==> src/rtl/inst_fetch_if.sv <==
// +----------------------------------------------------------------------+
// | inst_fetch_if : ROM read port, branch redirect and decode handshake   |
// | Rev 1.0                                                              |
// +----------------------------------------------------------------------+
`default_nettype none

interface inst_fetch_if #(
  parameter int LEN_ADDR = 32,
  parameter int LEN_DATA = 32
);
  logic                rom_ce;
  logic [LEN_ADDR-1:0] rom_addr;
  logic [LEN_DATA-1:0] rom_data;
  logic                branch_en;
  logic [LEN_ADDR-1:0] branch_target;
  logic                inst_valid;
  logic [LEN_DATA-1:0] inst;
  logic [LEN_ADDR-1:0] inst_pc;
  logic                inst_ready;

  modport master (
    output rom_ce, rom_addr, inst_valid, inst, inst_pc,
    input  rom_data, branch_en, branch_target, inst_ready
  );

  modport slave (
    input  rom_ce, rom_addr, inst_valid, inst, inst_pc,
    output rom_data, branch_en, branch_target, inst_ready
  );
endinterface

`default_nettype wire

==> src/rtl/inst_fetch.sv <==
// +----------------------------------------------------------------------+
// | inst_fetch : PC owner, ROM fetch, 2-entry buffer to decode            |
// | Rev 1.0                                                              |
// +----------------------------------------------------------------------+
`default_nettype none

module inst_fetch #(
  parameter int                  LEN_ADDR = 32,
  parameter int                  LEN_DATA = 32,
  parameter logic [LEN_ADDR-1:0] RESET_PC = '0
) (
  input  logic          clk,
  input  logic          rst,
  inst_fetch_if.master  bus
);

  localparam logic [LEN_ADDR-1:0] c_STEP = LEN_ADDR'(4);

  logic                r_ce;
  logic [LEN_ADDR-1:0] r_pc;
  logic [1:0]          r_count;
  logic [LEN_ADDR-1:0] r_head_pc;
  logic [LEN_DATA-1:0] r_head_word;
  logic [LEN_ADDR-1:0] r_tail_pc;
  logic [LEN_DATA-1:0] r_tail_word;

  logic                w_pop;
  logic                w_accept;
  logic [LEN_ADDR-1:0] w_target;
  logic                w_unused_target_lsbs;

  always_comb begin
    w_pop    = (r_count != 2'd0) && bus.inst_ready;
    w_accept = r_ce && !bus.branch_en && ((r_count != 2'd2) || w_pop);
    w_target = {bus.branch_target[LEN_ADDR-1:2], 2'b00};
  end

  assign w_unused_target_lsbs = ^bus.branch_target[1:0];

  always_ff @(posedge clk) begin
    if (rst) begin
      r_ce        <= 1'b0;
      r_pc        <= RESET_PC;
      r_count     <= 2'd0;
      r_head_pc   <= '0;
      r_head_word <= '0;
      r_tail_pc   <= '0;
      r_tail_word <= '0;
    end else begin
      r_ce <= 1'b1;
      if (bus.branch_en) begin
        // Redirect drops everything in flight, including a same-cycle pop.
        r_count <= 2'd0;
        r_pc    <= w_target;
      end else begin
        if (w_accept) begin
          r_pc <= r_pc + c_STEP;
        end
        case ({w_accept, w_pop})
          2'b10: begin
            if (r_count == 2'd0) begin
              r_head_pc   <= r_pc;
              r_head_word <= bus.rom_data;
            end else begin
              r_tail_pc   <= r_pc;
              r_tail_word <= bus.rom_data;
            end
            r_count <= r_count + 2'd1;
          end
          2'b01: begin
            r_head_pc   <= r_tail_pc;
            r_head_word <= r_tail_word;
            r_count     <= r_count - 2'd1;
          end
          2'b11: begin
            // Occupancy unchanged: full buffer shifts, single entry is replaced.
            if (r_count == 2'd2) begin
              r_head_pc   <= r_tail_pc;
              r_head_word <= r_tail_word;
              r_tail_pc   <= r_pc;
              r_tail_word <= bus.rom_data;
            end else begin
              r_head_pc   <= r_pc;
              r_head_word <= bus.rom_data;
            end
          end
          default: ;
        endcase
      end
    end
  end

  assign bus.rom_ce     = r_ce;
  assign bus.rom_addr   = r_pc;
  assign bus.inst_valid = (r_count != 2'd0);
  assign bus.inst       = r_head_word;
  assign bus.inst_pc    = r_head_pc;

endmodule

`default_nettype wire
==> src/flat_wrapper.sv <==
// flat-port wrapper written by rule: the top's interface ports become plain ports
module inst_fetch_flat 
#(
  parameter int                  LEN_ADDR = 32,
  parameter int                  LEN_DATA = 32,
  parameter logic [LEN_ADDR-1:0] RESET_PC = '0
)
  (clk, rst, bus_rom_ce, bus_rom_addr, bus_inst_valid, bus_inst, bus_inst_pc, bus_rom_data, bus_branch_en, bus_branch_target, bus_inst_ready);
  inst_fetch_if #(.LEN_ADDR(LEN_ADDR), .LEN_DATA(LEN_DATA)) bus_i ();
  input  logic clk;
  input  logic rst;
  output wire logic [$bits(bus_i.rom_ce)-1:0] bus_rom_ce;
  output wire logic [$bits(bus_i.rom_addr)-1:0] bus_rom_addr;
  output wire logic [$bits(bus_i.inst_valid)-1:0] bus_inst_valid;
  output wire logic [$bits(bus_i.inst)-1:0] bus_inst;
  output wire logic [$bits(bus_i.inst_pc)-1:0] bus_inst_pc;
  input wire logic [$bits(bus_i.rom_data)-1:0] bus_rom_data;
  input wire logic [$bits(bus_i.branch_en)-1:0] bus_branch_en;
  input wire logic [$bits(bus_i.branch_target)-1:0] bus_branch_target;
  input wire logic [$bits(bus_i.inst_ready)-1:0] bus_inst_ready;
  assign bus_rom_ce = bus_i.rom_ce;
  assign bus_rom_addr = bus_i.rom_addr;
  assign bus_inst_valid = bus_i.inst_valid;
  assign bus_inst = bus_i.inst;
  assign bus_inst_pc = bus_i.inst_pc;
  assign bus_i.rom_data = bus_rom_data;
  assign bus_i.branch_en = bus_branch_en;
  assign bus_i.branch_target = bus_branch_target;
  assign bus_i.inst_ready = bus_inst_ready;
  inst_fetch #(.LEN_ADDR(LEN_ADDR), .LEN_DATA(LEN_DATA), .RESET_PC(RESET_PC)) u_core (.clk(clk), .rst(rst), .bus(bus_i));
endmodule
==> config.mk <==
export PLATFORM = sky130hd
export DESIGN_NAME = inst_fetch_flat
export DESIGN_NICKNAME = d
export VERILOG_FILES = /design/src/rtl/inst_fetch_if.sv /design/src/rtl/inst_fetch.sv /design/src/flat_wrapper.sv
export SDC_FILE = /design/constraint.sdc
export NUM_CORES = 1
export LEC_CHECK = 0
export ABC_CLOCK_PERIOD_IN_PS = 3300
export BUFFER_PORTS_ARGS = -buffer_cell sky130_fd_sc_hd__buf_2
export CORE_ASPECT_RATIO = 0.5
export CORE_MARGIN = 3
export CORE_UTILIZATION = 58
export CTS_CLUSTER_DIAMETER = 40
export DETAILED_ROUTE_END_ITERATION = 6
export PLACE_DENSITY = 0.86
export SLEW_MARGIN = 25
export SYNTH_ARGS = -nofsm -noshare
export SYNTH_HDL_FRONTEND = slang
export SYNTH_SLANG_ARGS = --single-unit
export TNS_END_PERCENT = 100
==> constraint.sdc <==
create_clock -name clk -period 3.3 [get_ports clk]
set_clock_uncertainty 0.2 [all_clocks]
set_input_delay 0.33 -clock clk [delete_from_list [all_inputs] [get_ports clk]]
set_output_delay 0.33 -clock clk [all_outputs]
set_load 0.05 [all_outputs]
After elaboration in Yosys (flattened, before gate mapping)
Index checks and enable logic that the tools add are counted.
Word-level totals
  register bits: 163
  input port bits: 68
  output and inout bits: 98
  logic and storage cells: 50
Operators by class
  $add $sub $neg: 3
  equality and inequality tests: 8
  multiplexer cells: 16
  bitwise operators: 1
  reductions and logical operators: 14
Operators by type and width (count)
  2-to-1 mux 32 bit: 10
  one-hot mux 32 bit (3 select lines): 2
  one-hot mux 32 bit (2 select lines): 2
  adder 32 x 3 -> 32 bit (second input constant): 1
  nonzero test 2 bit: 4
  == test 2 bit (second input constant): 3
  inequality test 2 x 1 -> 1 bit (second input constant): 2
  inequality test 2 bit (second input constant): 2
  one-hot mux 2 bit (2 select lines): 1
  AND reduction 4 bit: 1
  logical AND 1 bit: 3
  AND reduction 3 bit: 1
  nonzero test 3 bit: 1
  adder 2 x 1 -> 2 bit (second input constant): 1
  == test 2 x 1 -> 1 bit (second input constant): 1
  zero test 2 bit: 1
  OR reduction 2 bit: 1
  subtractor 2 x 1 -> 2 bit (second input constant): 1
  zero test 1 bit: 1
  logical OR 1 bit: 1
  2-to-1 mux 1 bit: 1
  inverter 1 bit: 1

Depth between registers and ports, before layout
  word-level depth: 7
  gate-level depth with buffers: 8
  depth with buffers taken out: 5

Least setup slack after synthesis
Ideal clock, no wire load.
  kind: register to register
  start point: register u_core.r_pc[10] (netlist: u_core.bus.rom_addr[10])
  end point: register u_core.r_pc[27] (netlist: u_core.bus.rom_addr[27])
  arrival: 2.331 ns
  required time: 3.009 ns
  path slack: 0.678 ns
  cell stages (with the launch flop): 7
  clock period less this slack: 2.622 ns
  cells stage by stage: dfxtp_1 > clkbuf_2 > nand4_1 > or4_4 > buf_6 > or4_1 > a311oi_1
Between the ends
  cells in the longest elaborated chain, start to end: 3
Ends and longest elaborated chain
  from (decl): line inst_fetch.sv:20  | logic [LEN_ADDR-1:0] r_pc;
  from (signal assigned): line inst_fetch.sv:54  | r_pc <= w_target;
  from (signal assigned): line inst_fetch.sv:57  | r_pc <= r_pc + c_STEP;
  adder 32 x 3 -> 32 bit: line inst_fetch.sv:57
  2-to-1 mux 32 bit: line inst_fetch.sv:56  | if (w_accept) begin
  2-to-1 mux 32 bit: line inst_fetch.sv:51  | if (bus.branch_en) begin
Every way passes these cells. The select of a mux whose other input is x is not followed.
A chain may end at the register's enable or synchronous reset.

Final worst setup path
  start point: register u_core.r_ce (netlist: u_core.bus.rom_ce)
  end point: register u_core.r_pc[18] (netlist: u_core.bus.rom_addr[18])
Between the ends
  cells in the longest elaborated chain, start to end: 3
Ends and longest elaborated chain
  from (decl): line inst_fetch.sv:19  | logic r_ce;
  from (signal assigned): line inst_fetch.sv:42  | r_ce <= 1'b0;
  from (signal assigned): line inst_fetch.sv:50  | r_ce <= 1'b1;
  logical AND 1 bit (2 in a row): line inst_fetch.sv:34  | w_accept = r_ce && !bus.branch_en && ((r_count != 2'd2) || w_pop);
  nonzero test 2 bit (no source line)
Every way passes these cells.

==> results by stage <==
Run status:
- The flow ran to the end, and the final reports show no timing, DRC or antenna violations.

Drt:
- The amount of wire on met2 after detailed routing is between 9 and 10 mm.
- The post-detailed-route count of antenna-violating nets is 0.
- Using the TritonRoute via totals, the vias-per-cell ratio works out to approximately 5.9.
- After detailed routing, the average wire length per cell comes to 17.1 um.
- Summed over all layers, the routed wires come to 19.7 mm.
- Before antenna repair, the detailed router went through 5 iterations.
- The routed metal-1 wire length is 8.18 mm.
- After the first detailed-routing iteration, the DRC count stood at 608.
- The count of unresolved DRC violations after routing is 0.
- The total number of vias is 6814.
- The routed design uses 1.41 mm of met3 wire.
- Signal routing reaches up to met4.

STA:
- The maximum achievable frequency is 0.354 GHz.
- Once routing completed, OpenROAD measured the worst setup slack at 0.477 ns.
- The number of slew-limit violations in the final report is 0.
- Setup violations remaining at the end of the flow were counted as 0.
- The clock period could shrink to roughly 2.8 ns.
- The worst path uses 85.6% of the clock period.
- The relative slew slack is 51.1%.
- The final-report hold violation count came to 0.
- Setup repair after global routing left no endpoint under its margin.
- Adding up every negative setup slack in the final design gives 0 ns.
- For the pin with the worst max-slew slack, the measured transition is 0.730 ns.

Logic synthesis:
- The cell area that synthesis handed to floorplanning was just under 7000 um^2.
- After synthesis, the netlist uses 56 different library cells.
- The Yosys step of the flow raised 0 warnings.
- The average cell area after synthesis is 8.50 um^2.
- In this run, synthesis produced a sequential element count of ~160.
- After synthesis, flip-flops and latches occupy 45.7% of the total area.
- For this run, the leading register cell type out of synthesis is sky130_fd_sc_hd__dfxtp_1.
- After technology mapping, the gate count stands at 809.
- For this run, asynchronously set or reset flops after synthesis account for 0%.
- The synthesized design contains 0 enable-type register cells.

CTS:
- The clock latency of the later-clocked register in the worst-skew pair is 0.42 ns.
- The clock transition at the registers of the reported paths is ~0.060 ns.
- The number of buffers on the longest clock path is 2.
- The root cell of the clock tree is sky130_fd_sc_hd__clkbuf_16.
- The number of buffers created by CTS is 17.
- The number of H-tree levels is 4.
- Clock tree synthesis found a total of 157 sinks.
- TritonCTS built the clock tree.
- The number of setup buffers added after CTS is 0.

Worst hold path:
- The path type of the worst min-delay path is input pin to flop.

Pwr:
- The design draws 4990 uW.
- The sequential fraction of design power is 41.5%.
- The peak supply drop is 0.346 mV.
- The switching part of the total is 29.0%.
- Of the total power, the clock network draws 42.6%.
- The analysis attributes to net switching a power of 1440 uW.
- The total leakage power is approximately 0.0038 uW.
- Combinational cells account for 15.8% of the total power.
- Cell internal power was estimated by the tool at approximately 3500 uW.
- For this design the ratio of total power to cell area is 561 nW/um^2.

Critical path:
- The signal on the critical path passes through nor2b_1, nand4_1, o311ai_0, a31oi_1.
- The beginning of the worst register-to-register path is u_core.bus.rom_ce.
- Measured in cells, the most critical reg-to-reg path has a length of 4.
- Counting both buffers and inverters, the worst setup path holds a total of 0.
- The cell count along the critical path is 4.
- Setup slack on the worst reg-to-reg path comes out at roughly 0.48 ns.
- For the worst setup path, the data arrival time is 2.90 ns.
- The slowest stage of the critical path is the sky130_fd_sc_hd__nor2b_1 cell.
- STA classifies the critical path endpoint as a flop.
- The critical path start-end classification is flop to flop.
- The worst setup path startpoint is u_core.bus.rom_ce.
- The biggest fanout along the worst timing path is 13.
- Broken down by cell family, the worst path's largest delay share belongs to simple AND/OR/NAND/NOR gates.
- STA puts the critical path data required time at approximately 3.4 ns.
- The end of the worst register-to-register path is u_core.bus.rom_addr[18].
- The sort of element at the start of the critical path is a flop.
- The critical path ends at u_core.bus.rom_addr[18].
- The stage delay of the slowest cell on the critical path is 0.63 ns.

Final layout:
- After filler insertion, the fill cell instance count of the layout stands at 789.
- In the final design database the tool counted 1050 nets.
- The repair_antennas step left the layout with diodes totalling 0.
- The library cell used most frequently in the layout, excluding fill and tap cells, is sky130_fd_sc_hd__buf_2.
- After routing the design area is 8890 um^2.
- The end-of-flow core utilization is 78.8%.
- The top cell types in the final layout, fill and taps aside, are sky130_fd_sc_hd__buf_2, sky130_fd_sc_hd__dfxtp_1, sky130_fd_sc_hd__nand2_1.
- The area growth from synthesis to layout is 29.3%.
- In the final layout, the share of cells above drive strength 1 is 21.6%.

Floorplanning:
- The die footprint is 13300 um^2.
- The floorplan step set the die width to approximately 160 um.
- The area of the core region is 11300 um^2.
- The initial cell density of the core is 60.9%.
- For this design the top-level I/O count stands at 166.
- The height of the chip is 83.0 um.
- The floorplan has 27 rows.

Global route:
- Global routing finished with a remaining overflow of 0.
- The initial antenna violation count was 0.
- The maximum number of pins on one net before global-route repair is 83.
- The overall fraction of global-route tracks in use is 29.8%.
- The number of global-route vias before repair is between 6000 and 7000.
- The wire length of the first global-routing pass is ~33 mm.

Placement:
- Input and output buffers added on the ports amount to 159.
- In this run the cell area measured after placement is between 7000 and 8000 um^2.
- Routability-driven placement finished with a final weighted congestion of between 0.8 and 0.9.
- The worst slack at placement is 0.549 ns.
- The half-perimeter wire length of the detailed placement result is around 12 mm.

Flow run:
- The reported max-cap violation count is 0.
## cells in the mapped netlist (8+ instances only)
cell type / instances / area [um^2]
sky130_fd_sc_hd__a211oi_1: 67 / 503
sky130_fd_sc_hd__or3_1: 8 / 50.1
sky130_fd_sc_hd__mux2i_1: 65 / 651
sky130_fd_sc_hd__nand3_1: 15 / 75.1
sky130_fd_sc_hd__or4_1: 16 / 120
sky130_fd_sc_hd__a31oi_1: 12 / 75.1
sky130_fd_sc_hd__clkbuf_1: 47 / 176
sky130_fd_sc_hd__buf_2: 16 / 80.1
sky130_fd_sc_hd__nor2_1: 78 / 293
sky130_fd_sc_hd__nand4_1: 12 / 75.1
sky130_fd_sc_hd__dfxtp_1: 157 / 3140
sky130_fd_sc_hd__a21oi_1: 65 / 325
sky130_fd_sc_hd__nand2_1: 152 / 571
## layout make-up
cell class / instances / area, um^2 / share of cell area (%)
clock buffers: 20 / 457 / 5.14
clock inverters: 12 / 185 / 2.08
inverters: 5 / 18.8 / 0.211
multi-input cells: 575 / 3410 / 38.3
flip-flops and latches: 157 / 3140 / 35.3
well taps: 159 / 199 / 2.24
repair buffers: 225 / 1480 / 16.7
## stage by stage
step,instances,hold WS [ns]
6_report,1153,0.00966
2_1_floorplan,812,0.236
4_1_cts,1153,0.00298
3_3_place_gp,1066,0.240
3_5_place_dp,1066,0.246
5_1_grt,1153,0.0103
## what timing repair did
item,in CTS,in global routing
hold buffers,55,0
endpoints found under the setup margin,0,0
gates resized for setup,0,0
endpoints found under the hold margin,55,0
## worst reg2reg max path, stage by stage (launching register included)
cell and delay (ns):
sky130_fd_sc_hd__dfxtp_1 0.50, sky130_fd_sc_hd__nor2b_1 0.63, sky130_fd_sc_hd__nand4_1 0.61, sky130_fd_sc_hd__o311ai_0 0.60
sky130_fd_sc_hd__a31oi_1 0.16
## per-layer routing
| layer | track usage, % | vias up |
|---|---|---|
| met4 | 11.2 | 0 |
| li1 | - | 3237 |
| met1 | 36.4 | 3236 |
| met2 | 51.2 | 290 |
| met5 | 0 | - |
| met3 | 7.03 | 51 |
## power by group through the flow
stage	clock [uW]	combinational [uW]	sequential, uW
after floorplan	0	267	2370
after global placement	0	713	2100
after detailed placement	0	726	2110
after CTS	2140	781	2070
after global routing	2230	839	2080
final	2130	789	2070
## state kept, by name, summed over array words and instances, names as in the netlist
signal,count
u_core.bus.rom_addr,30
u_core.bus.inst,32
u_core.bus.inst_pc,30
u_core.bus.rom_ce,1
u_core.r_tail_word,32
u_core.r_tail_pc,30
u_core.r_count,2
## worst min-delay path by stage
stage	start	to	slack, ns	cells after the start
6_report	bus_branch_target[9]	u_core.bus.rom_addr[9]	0.01	3
2_1_floorplan	u_core.r_tail_pc[10]	u_core.r_tail_pc[10]	0.24	2
4_1_cts	bus_branch_target[19]	u_core.bus.rom_addr[19]	0.003	3
5_1_grt	bus_branch_target[9]	u_core.bus.rom_addr[9]	0.01	3
3_5_place_dp	u_core.r_tail_pc[8]	u_core.r_tail_pc[8]	0.25	2
3_3_place_gp	u_core.r_tail_pc[14]	u_core.r_tail_pc[14]	0.24	2
## cells by family (layout without fill, tap and decap cells)
logic type                 count (synthesis)  after routing  synth area share, %
buffers and inverters                     80            262                 5.33
and+or+nand+nor                          314            314                 20.7
DFF                                      157            157                 45.7
AOI/OAI and AO/OA                        186            186                 17.9
other                                      1              4               0.0545
adders and majority gates                  1              1                0.182
xor gates and xnor gates                   5              5                0.637
muxes                                     65             65                 9.46
Power figures use the tool's default switching activity.
